===== src/rtl/mips_ctrl_pkg.sv =====
`default_nettype none
// ============================================================================
// Module  : mips_ctrl_pkg
// Brief   : Opcode, ALU/PC mux encodings, state encoding and control-word type
//           shared by the multi-cycle MIPS sequencing controller.
// Revision: 1.0 - initial release
// ============================================================================
package mips_ctrl_pkg;

    localparam logic [5:0] OP_RTYPE = 6'b000000;
    localparam logic [5:0] OP_LW    = 6'b100011;
    localparam logic [5:0] OP_SW    = 6'b101011;
    localparam logic [5:0] OP_BEQ   = 6'b000100;
    localparam logic [5:0] OP_ADDI  = 6'b001000;
    localparam logic [5:0] OP_J     = 6'b000010;

    localparam logic [1:0] ALU_OP_ADD   = 2'b00;
    localparam logic [1:0] ALU_OP_SUB   = 2'b01;
    localparam logic [1:0] ALU_OP_FUNCT = 2'b10;

    localparam logic [1:0] ALU_SRC_B_RT      = 2'b00;
    localparam logic [1:0] ALU_SRC_B_FOUR    = 2'b01;
    localparam logic [1:0] ALU_SRC_B_IMM     = 2'b10;
    localparam logic [1:0] ALU_SRC_B_IMM_SH2 = 2'b11;

    localparam logic [1:0] PC_SRC_ALU    = 2'b00;
    localparam logic [1:0] PC_SRC_ALUOUT = 2'b01;
    localparam logic [1:0] PC_SRC_JUMP   = 2'b10;

    typedef enum logic [3:0] {
        S_IDLE    = 4'd0,
        S_FETCH   = 4'd1,
        S_DECODE  = 4'd2,
        S_MEMADR  = 4'd3,
        S_MEMRD   = 4'd4,
        S_MEMWB   = 4'd5,
        S_MEMWR   = 4'd6,
        S_RTYPEEX = 4'd7,
        S_RTYPEWB = 4'd8,
        S_BEQEX   = 4'd9,
        S_ADDIEX  = 4'd10,
        S_ADDIWB  = 4'd11,
        S_JEX     = 4'd12
    } state_e;

    typedef struct packed {
        logic       pc_write;
        logic       pc_write_cond;
        logic [1:0] pc_source;
        logic       i_or_d;
        logic       mem_read;
        logic       mem_write;
        logic       ir_write;
        logic       reg_dst;
        logic       mem_to_reg;
        logic       reg_write;
        logic       alu_src_a;
        logic [1:0] alu_src_b;
        logic [1:0] alu_op;
        logic       instr_done;
        logic       illegal_op;
        logic       mem_timeout;
    } ctrl_t;

    function automatic logic is_legal_op(input logic [5:0] op);
        return (op == OP_LW) || (op == OP_SW) || (op == OP_RTYPE) ||
               (op == OP_BEQ) || (op == OP_ADDI) || (op == OP_J);
    endfunction

endpackage
`default_nettype wire


===== src/rtl/multicycle_control_fsm_if.sv =====
`default_nettype none
// ============================================================================
// Module  : multicycle_control_fsm_if
// Brief   : Opcode/memory-handshake inputs and datapath control lines of the
//           multi-cycle controller. master = controller, slave = datapath.
// Revision: 1.0 - initial release
// ============================================================================
interface multicycle_control_fsm_if;

    logic [5:0] instr_op;
    logic       mem_ready;
    logic       pc_write;
    logic       pc_write_cond;
    logic [1:0] pc_source;
    logic       i_or_d;
    logic       mem_read;
    logic       mem_write;
    logic       ir_write;
    logic       reg_dst;
    logic       mem_to_reg;
    logic       reg_write;
    logic       alu_src_a;
    logic [1:0] alu_src_b;
    logic [1:0] alu_op;
    logic       instr_done;
    logic       illegal_op;
    logic       mem_timeout;

    modport master (
        input  instr_op, mem_ready,
        output pc_write, pc_write_cond, pc_source, i_or_d, mem_read, mem_write,
               ir_write, reg_dst, mem_to_reg, reg_write, alu_src_a, alu_src_b,
               alu_op, instr_done, illegal_op, mem_timeout
    );

    modport slave (
        output instr_op, mem_ready,
        input  pc_write, pc_write_cond, pc_source, i_or_d, mem_read, mem_write,
               ir_write, reg_dst, mem_to_reg, reg_write, alu_src_a, alu_src_b,
               alu_op, instr_done, illegal_op, mem_timeout
    );

endinterface
`default_nettype wire


===== src/rtl/mem_wait_timer.sv =====
`default_nettype none
// ============================================================================
// Module  : mem_wait_timer
// Brief   : Counts consecutive memory wait cycles; expired_o flags the last
//           cycle a memory state may wait before it must abort.
// Revision: 1.0 - initial release
// ============================================================================
module mem_wait_timer #(
    parameter int MEM_TIMEOUT = 16,
    parameter int CNT_W       = 5
) (
    input  wire logic clk,
    input  wire logic rst,
    input  wire logic clear_i,
    input  wire logic en_i,
    output logic      expired_o
);

    logic [CNT_W-1:0] cnt_q;

    // clear dominates so the count never runs past MEM_TIMEOUT-1
    always_ff @(posedge clk) begin
        if (rst || clear_i) begin
            cnt_q <= '0;
        end else if (en_i) begin
            cnt_q <= cnt_q + 1'b1;
        end
    end

    assign expired_o = (cnt_q == CNT_W'(MEM_TIMEOUT - 1));

endmodule
`default_nettype wire


===== src/rtl/multicycle_control_fsm.sv =====
`default_nettype none
// ============================================================================
// Module  : multicycle_control_fsm
// Brief   : Multi-cycle MIPS sequencing controller with memory ready stalls
//           and wait timeout abort.
// Revision: 1.0 - initial release
// ============================================================================
module multicycle_control_fsm
    import mips_ctrl_pkg::*;
#(
    parameter int MEM_TIMEOUT = 16,
    parameter int CNT_W       = 5
) (
    input  wire logic                 clk,
    input  wire logic                 rst,
    multicycle_control_fsm_if.master  bus
);

    state_e state_q;
    state_e state_d;
    ctrl_t  ctrl;

    logic in_mem_state;
    logic wait_en;
    logic wait_clr;
    logic wait_expired;
    logic timeout;

    assign in_mem_state = (state_q == S_FETCH) || (state_q == S_MEMRD) ||
                          (state_q == S_MEMWR);
    assign wait_en      = in_mem_state && !bus.mem_ready;
    assign timeout      = wait_en && wait_expired;
    // restart the count on every completion, abort or exit from a memory state
    assign wait_clr     = !wait_en || timeout;

    mem_wait_timer #(
        .MEM_TIMEOUT (MEM_TIMEOUT),
        .CNT_W       (CNT_W)
    ) u_mem_wait_timer (
        .clk       (clk),
        .rst       (rst),
        .clear_i   (wait_clr),
        .en_i      (wait_en),
        .expired_o (wait_expired)
    );

    always_ff @(posedge clk) begin
        if (rst) begin
            state_q <= S_IDLE;
        end else begin
            state_q <= state_d;
        end
    end

    always_comb begin
        state_d = state_q;
        case (state_q)
            S_IDLE:   state_d = S_FETCH;
            S_FETCH: begin
                if (bus.mem_ready) begin
                    state_d = S_DECODE;
                end else if (timeout) begin
                    state_d = S_FETCH;
                end
            end
            S_DECODE: begin
                case (bus.instr_op)
                    OP_LW, OP_SW: state_d = S_MEMADR;
                    OP_RTYPE:     state_d = S_RTYPEEX;
                    OP_BEQ:       state_d = S_BEQEX;
                    OP_ADDI:      state_d = S_ADDIEX;
                    OP_J:         state_d = S_JEX;
                    default:      state_d = S_FETCH;
                endcase
            end
            S_MEMADR:  state_d = (bus.instr_op == OP_LW) ? S_MEMRD : S_MEMWR;
            S_MEMRD: begin
                if (bus.mem_ready) begin
                    state_d = S_MEMWB;
                end else if (timeout) begin
                    state_d = S_FETCH;
                end
            end
            S_MEMWB:   state_d = S_FETCH;
            S_MEMWR: begin
                if (bus.mem_ready || timeout) begin
                    state_d = S_FETCH;
                end
            end
            S_RTYPEEX: state_d = S_RTYPEWB;
            S_RTYPEWB: state_d = S_FETCH;
            S_BEQEX:   state_d = S_FETCH;
            S_ADDIEX:  state_d = S_ADDIWB;
            S_ADDIWB:  state_d = S_FETCH;
            S_JEX:     state_d = S_FETCH;
            default:   state_d = S_IDLE;
        endcase
    end

    always_comb begin
        ctrl = '0;
        case (state_q)
            S_FETCH: begin
                ctrl.mem_read  = 1'b1;
                ctrl.alu_src_b = ALU_SRC_B_FOUR;
                ctrl.alu_op    = ALU_OP_ADD;
                ctrl.pc_source = PC_SRC_ALU;
                ctrl.ir_write  = bus.mem_ready;
                ctrl.pc_write  = bus.mem_ready;
            end
            S_DECODE: begin
                ctrl.alu_src_b  = ALU_SRC_B_IMM_SH2;
                ctrl.alu_op     = ALU_OP_ADD;
                ctrl.illegal_op = !is_legal_op(bus.instr_op);
            end
            S_MEMADR: begin
                ctrl.alu_src_a = 1'b1;
                ctrl.alu_src_b = ALU_SRC_B_IMM;
                ctrl.alu_op    = ALU_OP_ADD;
            end
            S_MEMRD: begin
                ctrl.mem_read = 1'b1;
                ctrl.i_or_d   = 1'b1;
            end
            S_MEMWB: begin
                ctrl.mem_to_reg = 1'b1;
                ctrl.reg_write  = 1'b1;
                ctrl.instr_done = 1'b1;
            end
            S_MEMWR: begin
                ctrl.mem_write  = 1'b1;
                ctrl.i_or_d     = 1'b1;
                ctrl.instr_done = bus.mem_ready;
            end
            S_RTYPEEX: begin
                ctrl.alu_src_a = 1'b1;
                ctrl.alu_src_b = ALU_SRC_B_RT;
                ctrl.alu_op    = ALU_OP_FUNCT;
            end
            S_RTYPEWB: begin
                ctrl.reg_dst    = 1'b1;
                ctrl.reg_write  = 1'b1;
                ctrl.instr_done = 1'b1;
            end
            S_BEQEX: begin
                ctrl.alu_src_a     = 1'b1;
                ctrl.alu_src_b     = ALU_SRC_B_RT;
                ctrl.alu_op        = ALU_OP_SUB;
                ctrl.pc_write_cond = 1'b1;
                ctrl.pc_source     = PC_SRC_ALUOUT;
                ctrl.instr_done    = 1'b1;
            end
            S_ADDIEX: begin
                ctrl.alu_src_a = 1'b1;
                ctrl.alu_src_b = ALU_SRC_B_IMM;
                ctrl.alu_op    = ALU_OP_ADD;
            end
            S_ADDIWB: begin
                ctrl.reg_write  = 1'b1;
                ctrl.instr_done = 1'b1;
            end
            S_JEX: begin
                ctrl.pc_write   = 1'b1;
                ctrl.pc_source  = PC_SRC_JUMP;
                ctrl.instr_done = 1'b1;
            end
            default: ctrl = '0;
        endcase
        ctrl.mem_timeout = timeout;
        // reset silences every write enable in the cycle it is raised
        if (rst) begin
            ctrl = '0;
        end
    end

    assign bus.pc_write      = ctrl.pc_write;
    assign bus.pc_write_cond = ctrl.pc_write_cond;
    assign bus.pc_source     = ctrl.pc_source;
    assign bus.i_or_d        = ctrl.i_or_d;
    assign bus.mem_read      = ctrl.mem_read;
    assign bus.mem_write     = ctrl.mem_write;
    assign bus.ir_write      = ctrl.ir_write;
    assign bus.reg_dst       = ctrl.reg_dst;
    assign bus.mem_to_reg    = ctrl.mem_to_reg;
    assign bus.reg_write     = ctrl.reg_write;
    assign bus.alu_src_a     = ctrl.alu_src_a;
    assign bus.alu_src_b     = ctrl.alu_src_b;
    assign bus.alu_op        = ctrl.alu_op;
    assign bus.instr_done    = ctrl.instr_done;
    assign bus.illegal_op    = ctrl.illegal_op;
    assign bus.mem_timeout   = ctrl.mem_timeout;

endmodule
`default_nettype wire


===== src/flat_wrapper.sv =====
// flat-port wrapper written by rule: the top's interface ports become plain ports
module multicycle_control_fsm_flat import mips_ctrl_pkg::*;
#(
    parameter int MEM_TIMEOUT = 16,
    parameter int CNT_W       = 5
)
  (clk, rst, bus_instr_op, bus_mem_ready, bus_pc_write, bus_pc_write_cond, bus_pc_source, bus_i_or_d, bus_mem_read, bus_mem_write, bus_ir_write, bus_reg_dst, bus_mem_to_reg, bus_reg_write, bus_alu_src_a, bus_alu_src_b, bus_alu_op, bus_instr_done, bus_illegal_op, bus_mem_timeout);
  multicycle_control_fsm_if bus_i ();
  input  wire logic clk;
  input  wire logic rst;
  input wire logic [$bits(bus_i.instr_op)-1:0] bus_instr_op;
  input wire logic [$bits(bus_i.mem_ready)-1:0] bus_mem_ready;
  output wire logic [$bits(bus_i.pc_write)-1:0] bus_pc_write;
  output wire logic [$bits(bus_i.pc_write_cond)-1:0] bus_pc_write_cond;
  output wire logic [$bits(bus_i.pc_source)-1:0] bus_pc_source;
  output wire logic [$bits(bus_i.i_or_d)-1:0] bus_i_or_d;
  output wire logic [$bits(bus_i.mem_read)-1:0] bus_mem_read;
  output wire logic [$bits(bus_i.mem_write)-1:0] bus_mem_write;
  output wire logic [$bits(bus_i.ir_write)-1:0] bus_ir_write;
  output wire logic [$bits(bus_i.reg_dst)-1:0] bus_reg_dst;
  output wire logic [$bits(bus_i.mem_to_reg)-1:0] bus_mem_to_reg;
  output wire logic [$bits(bus_i.reg_write)-1:0] bus_reg_write;
  output wire logic [$bits(bus_i.alu_src_a)-1:0] bus_alu_src_a;
  output wire logic [$bits(bus_i.alu_src_b)-1:0] bus_alu_src_b;
  output wire logic [$bits(bus_i.alu_op)-1:0] bus_alu_op;
  output wire logic [$bits(bus_i.instr_done)-1:0] bus_instr_done;
  output wire logic [$bits(bus_i.illegal_op)-1:0] bus_illegal_op;
  output wire logic [$bits(bus_i.mem_timeout)-1:0] bus_mem_timeout;
  assign bus_i.instr_op = bus_instr_op;
  assign bus_i.mem_ready = bus_mem_ready;
  assign bus_pc_write = bus_i.pc_write;
  assign bus_pc_write_cond = bus_i.pc_write_cond;
  assign bus_pc_source = bus_i.pc_source;
  assign bus_i_or_d = bus_i.i_or_d;
  assign bus_mem_read = bus_i.mem_read;
  assign bus_mem_write = bus_i.mem_write;
  assign bus_ir_write = bus_i.ir_write;
  assign bus_reg_dst = bus_i.reg_dst;
  assign bus_mem_to_reg = bus_i.mem_to_reg;
  assign bus_reg_write = bus_i.reg_write;
  assign bus_alu_src_a = bus_i.alu_src_a;
  assign bus_alu_src_b = bus_i.alu_src_b;
  assign bus_alu_op = bus_i.alu_op;
  assign bus_instr_done = bus_i.instr_done;
  assign bus_illegal_op = bus_i.illegal_op;
  assign bus_mem_timeout = bus_i.mem_timeout;
  multicycle_control_fsm #(.MEM_TIMEOUT(MEM_TIMEOUT), .CNT_W(CNT_W)) u_core (.clk(clk), .rst(rst), .bus(bus_i));
endmodule

===== config.mk =====
export PLATFORM = sky130hd
export DESIGN_NAME = multicycle_control_fsm_flat
export DESIGN_NICKNAME = d
export VERILOG_FILES = /design/src/rtl/mips_ctrl_pkg.sv /design/src/rtl/multicycle_control_fsm_if.sv /design/src/rtl/mem_wait_timer.sv /design/src/rtl/multicycle_control_fsm.sv /design/src/flat_wrapper.sv
export SDC_FILE = /design/constraint.sdc
export NUM_CORES = 1
export LEC_CHECK = 0
export BUFFER_PORTS_ARGS = -buffer_cell sky130_fd_sc_hd__buf_2
export CAP_MARGIN = 20
export CORE_UTILIZATION = 50
export CTS_BUF_LIST = sky130_fd_sc_hd__clkbuf_8 sky130_fd_sc_hd__clkbuf_16
export DETAILED_ROUTE_END_ITERATION = 8
export GPL_TIMING_DRIVEN = 1
export PLACE_DENSITY = 0.81
export SLEW_MARGIN = 25
export SYNTH_ARGS = -nofsm -noshare
export SYNTH_HDL_FRONTEND = slang
export SYNTH_HIERARCHICAL = 1
export SYNTH_SLANG_ARGS = --single-unit

===== constraint.sdc =====
create_clock -name clk -period 2.38 [get_ports clk]
set_input_delay 0.238 -clock clk [delete_from_list [all_inputs] [get_ports clk]]
set_output_delay 0.238 -clock clk [all_outputs]
set_load 0.05 [all_outputs]

==> results.yml, run 1 <==
run_status:
  outcome: "complete, no violations"
worst_setup_path:
  cp_data_required_time_ps: 2140
  max_stage_delay_ps: 580
  crit_arrival_ps: 1890
  worstPathCellList: "nor2b_2 -> nand2_1 -> a21o_1 -> a21oi_1 -> buf_2"
  setup.worst_path.class: "reg2out"
  cp_max_fo: 15
  crit_family: "flip-flops"
  end_kind: "output port"
  worstSetupStartpointType: "flop"
  crit_slowest_cell: "dfxtp_1"
  cp.buffers_inverters: 1
cells_and_area:
  postLayoutCoreUtil: 0.639
  insertedDiodeCount: 0
  layout-drive-gt1-share: 0.270
  area_growth_pct: 14.3
  fin_cells: 157
  regArea_um2: 180
  fin_nets: 153
  nFillCells: 145
  multiInputGateArea_um2: 608
timing:
  tightest_slew_ps: 554
  hold-worst-slack_ps: 364
  fin_skew_ps: 2.15
  hold_viol: 0
  setup-violations-final: 0
  period_share: 0.894
  slew_headroom: 0.630
  period_minus_slack_ps: 2130
  tns_ps: 0
  rsz0062_at_grt: "false"
  max_freq_mhz: 470
  finalMaxSlewViolations: 0
routing:
  wl_um: 2110
  wl_per_cell_um: 13.4
  route.antenna.remaining_nets: 0
  drtIter0Drc: 47
  vias: 948
  drtPass1Iterations: 6
  via_per_inst: 6.04
  drc: 0
floorplanning:
  dieArea_um2: 1930
  core_um2: 1580
  rows: 14
  die_h_um: 44.0
  die_w_um: 44.0
  initial_core_util: 0.559
  num_io_pins: 28
grt:
  grt_pass1_vias: 846
  grt_usage: 0.243
  grt_max_degree: 19
  antenna_found_initial: 0
  grt_pass1_wl_um: 3580
  gr-total-overflow: 0
synthesis:
  synth_top_cell_by_area: "dfxtp_1"
  synth_top_area_share: 0.205
  syn_area_um2: 881
  syn_nets: 133
  syn_inst: 122
  synth_most_common_cell: "nor2_1"
  netlist_top_cells_count: "14 x nor2_1, 11 x a21oi_1, 10 x nor3_1, 9 x dfxtp_1"
  synth-main-ff-cell: "dfxtp_1"
  synth-seq-area-share: 0.205
  yosysUniqueCellTypes: 45
  synthTopCellsByArea: "dfxtp_1 20%, a21oi_1 6.3%, nor2_1 6.0%, nor3_1 5.7%, buf_2 4.0%"
  async_flop_share: 0
  yosysWarnings: 6
  synth-edff-count: 0
  synth.avg_cell_area_um2: 7.22
  synth-seq-cells: 9
clock_tree:
  cts_root_buffer: "clkbuf_8"
  ctsResizeCount: 0
  cts_tree: "yes"
  ctsHoldBuffers: 0
  postCtsSetupRepairBufs: 0
  cts_buffers: 3
  clk_latency_ps: 230
  clockBufferDepth: 2
  cts_htree_levels: 1
  cts.clk_slew.worst_paths_ps: 50
  cts_sinks: 9
placed_design:
  place_hpwl_um: 1560
  place.gp.congestion: 0.833
  dp_cells: 153
  port_buffers: 27
hold_path:
  hp-class: "in2reg"
power:
  vdd_drop_max_uv: 281
  p_leak_uw: 0.000462
  p_per_area_nw_per_um2: 471
flow_run:
  maxCapViolations: 0
-- metal layers --
| metal | wire length [um] | GRT usage | up-vias | share of wire |
|---|---|---|---|---|
| met5 | 0 | 0 | - | 0 |
| li1 | - | - | 469 | - |
| met3 | 106 | 0.0333 | 2 | 0.050 |
| met2 | 1000 | 0.400 | 37 | 0.47 |
| met1 | 983 | 0.313 | 440 | 0.47 |
| met4 | 17 | 0.109 | 0 | 0.0081 |
-- placed cells by master, fill, tap and decap left out, types with 2 or more instances in the layout --
| cell type | n |
|---|---|
| o21ai_0 | 4 |
| xor2_1 | 3 |
| a21oi_1 | 11 |
| a211oi_1 | 2 |
| dfxtp_1 | 9 |
| and3_1 | 4 |
| ha_1 | 2 |
| nor2b_1 | 2 |
| nand2b_1 | 5 |
| nor3_1 | 10 |
| or2_1 | 2 |
| nand2_1 | 7 |
| buf_2 | 27 |
| nand3_1 | 2 |
| clkbuf_8 | 3 |
| nor2_1 | 14 |
| nor3b_1 | 2 |
| inv_1 | 6 |
-- report_power, final --
part,switching (uW),leakage [uW],internal (uW)
sequential,13.9,0.0000731,155
combinational,86.9,0.000362,40.4
clock,64.9,0.0000269,113
-- flip-flops by register name, summed over array words and instances (netlist names) --
| signal | flops |
|---|---|
| u_core/state_q | 4 |
| u_core/u_mem_wait_timer/cnt_q | 5 |
-- cell type report --
cell class	instances	share of cell area
clock buffer	3	0.0410
clock inverter	1	0.00373
inverter	5	0.0186
multi-input combinational	96	0.604
sequential	9	0.179
tap	16	0.0199
timing repair buffer	27	0.134
-- kinds of logic after synthesis --
logic type | count (synthesis) | share of synthesized area
AOI/OAI and AO/OA | 30 | 0.224
xor gates and xnor gates | 4 | 0.0398
buffers and inverters | 17 | 0.112
and+or+nand+nor | 58 | 0.362
muxes | 2 | 0.0284
DFF | 9 | 0.205
adders and majority gates | 2 | 0.0284
-- worst paths after layout --
kind | slack (ps) | cells after the start | endpoint | startpoint
worst max-delay path | 250 | 5 | bus_reg_write | u_core/state_q[0]
worst min-delay path | 360 | 2 | u_core/state_q[0] | rst
worst max register to register | 500 | 6 | u_core/u_mem_wait_timer/cnt_q[4] | u_core/state_q[0]
worst min register to register | 530 | 2 | u_core/u_mem_wait_timer/cnt_q[4] | u_core/u_mem_wait_timer/cnt_q[4]
-- through the flow --
step                      instance area (um^2)  total power [uW]  setup slack, ps
after global placement                     962               295              553
final                                     1010               474              252
after global routing                      1010               496             40.0
after CTS                                 1010               476              256
after floorplan                            887               275             57.9
after detailed placement                   962               298              516
Note: power is estimated with default switching activity, not from simulation.
==> run 2: changes to the inputs <==
CORE_ASPECT_RATIO = 1.25   (was unset)
clock period = 2.15 ns   (was 2.38 ns; I/O delays follow)
==> results.yml, run 2 (synthesized netlist as in run 1, its figures left out) <==
power:
  sw_frac_of_total: 0.339
  power_frac_seq: 0.359
  vdd_drop_max_uv: 500
  p_comb_frac: 0.278
  intPower_uw: 344
  clkPwrFrac: 0.362
  total_power_uw: 520
  p_per_area_nw_per_um2: 505
  power.switching_uw: 176
  p_leak_uw: 0.000468
worst_setup_path:
  worstSetupStartpointType: "flop"
  setup.worst_path.class: "reg2out"
  crit_arrival_ps: 1770
  end_kind: "output port"
  crit_start: "u_core/state_q[2]"
  cp_data_required_time_ps: 1930
  cp_max_fo: 11
  timing.rr.start: "u_core/state_q[2]"
  rrSetupSlack_ps: 250
cells_and_area:
  fin_nets: 154
  final_common_cell: "buf_2"
  insertedDiodeCount: 0
  layout-drive-gt1-share: 0.296
  reg_top3: "u_core/u_mem_wait_timer/cnt_q: 5 flops, u_core/state_q: 4 flops"
  largest_register: "u_core/u_mem_wait_timer/cnt_q"
  fin_cells: 160
  largest_reg_flops: 5
  area_growth_pct: 16.9
  nFillCells: 149
  final_cell_mix: "27 x buf_2, 14 x nor2_1, 11 x a21oi_1, 10 x nor3_1, 8 x dfxtp_1"
  postLayoutCoreUtil: 0.643
routing:
  vias: 920
  via_per_inst: 5.75
  drtPass1Iterations: 4
  wl_um: 1960
  drc: 0
  wl_per_cell_um: 12.3
  route.antenna.remaining_nets: 0
  drtIter0Drc: 27
floorplanning:
  num_io_pins: 28
  die_h_um: 48.9
  die_w_um: 39.5
  initial_core_util: 0.550
  rows: 16
  core_um2: 1600
  dieArea_um2: 1930
placed_design:
  place_hpwl_um: 1510
  place.gp.congestion: 0.861
  dp_cells: 156
  port_buffers: 27
grt:
  gr-total-overflow: 0
  grt_max_degree: 19
  antenna_found_initial: 0
  grt_pass1_vias: 811
  grt_usage: 0.241
  grt_pass1_wl_um: 3370
timing:
  rsz0062_at_grt: "false"
  max_freq_mhz: 504
  period_minus_slack_ps: 1980
  period_share: 0.922
  finalMaxSlewViolations: 0
  hold_viol: 0
  slew_headroom: 0.641
  hold-worst-slack_ps: 327
  tns_ps: 0
  tightest_slew_ps: 537
  setup-violations-final: 0
  fin_skew_ps: 5.76
clock_tree:
  clockBufferDepth: 2
  cts_htree_levels: 1
  clk_latency_ps: 230
  cts.clk_slew.worst_paths_ps: 50
  postCtsSetupRepairBufs: 0
  cts_sinks: 9
  cts_buffers: 3
  ctsHoldBuffers: 0
  cts_tree: "yes"
  cts_root_buffer: "clkbuf_8"
hold_path:
  hp-class: "in2reg"
  holdCritStartpoint: "rst"
run_status:
  outcome: "complete, no violations"
flow_run:
  maxCapViolations: 0
-- run 2: worst paths after layout --
| check | endpoint | depth (start not counted) |
|---|---|---|
| hold reg to reg | u_core/u_mem_wait_timer/cnt_q[4] | 2 |
| setup reg to reg | u_core/u_mem_wait_timer/cnt_q[4] | 6 |
| setup / recovery | bus_instr_done | 5 |
| hold / removal | u_core/state_q[0] | 2 |
-- run 2: critical path, stage by stage (launching register included) --
cell and delay (ps):
dfxtp_1 530, nand2b_1 260, o21ai_0 230, o31ai_1 90, a21oi_1 150, buf_2 270
-- run 2: timing repair --
action	4_1_cts	5_1_grt
gates resized for setup	0	1
endpoints found under the hold margin	0	0
setup endpoints to repair	0	2
-- run 2: layer usage --
metal,global-route usage,share of wire,up-vias
met5,0,0,-
met1,0.316,0.45,413
met3,0.0685,0.070,2
li1,-,-,475
met4,0.0747,0.0036,0
met2,0.369,0.47,30
-- run 2: metrics by stage --
stage                     instance area [um^2]  setup WS [ps]
after floorplan                            898           56.3
after global placement                     983            342
after detailed placement                   983            287
after CTS                                 1030           98.6
after global routing                      1030           12.4
final                                     1030            167
-- run 2: final cells by class --
cell class / instances / area (um^2) / share of cell area
inverters: 5 / 18.8 / 0.0182
repair buffers: 28 / 143 / 0.139
flip-flops and latches: 9 / 181 / 0.176
multi-input cells: 96 / 619 / 0.601
clock buffers: 3 / 41.3 / 0.0401
clock inverters: 1 / 3.75 / 0.00365
well taps: 18 / 22.5 / 0.0219
-- run 2: power groups by stage --
stage          clock network [uW]  registers [uW]  logic [uW]
6_report                      188             187         145
5_1_grt                       207             188         158
4_1_cts                       194             186         144
3_5_place_dp                    0             189         144
3_3_place_gp                    0             188         141
2_1_floorplan                   0             178         128
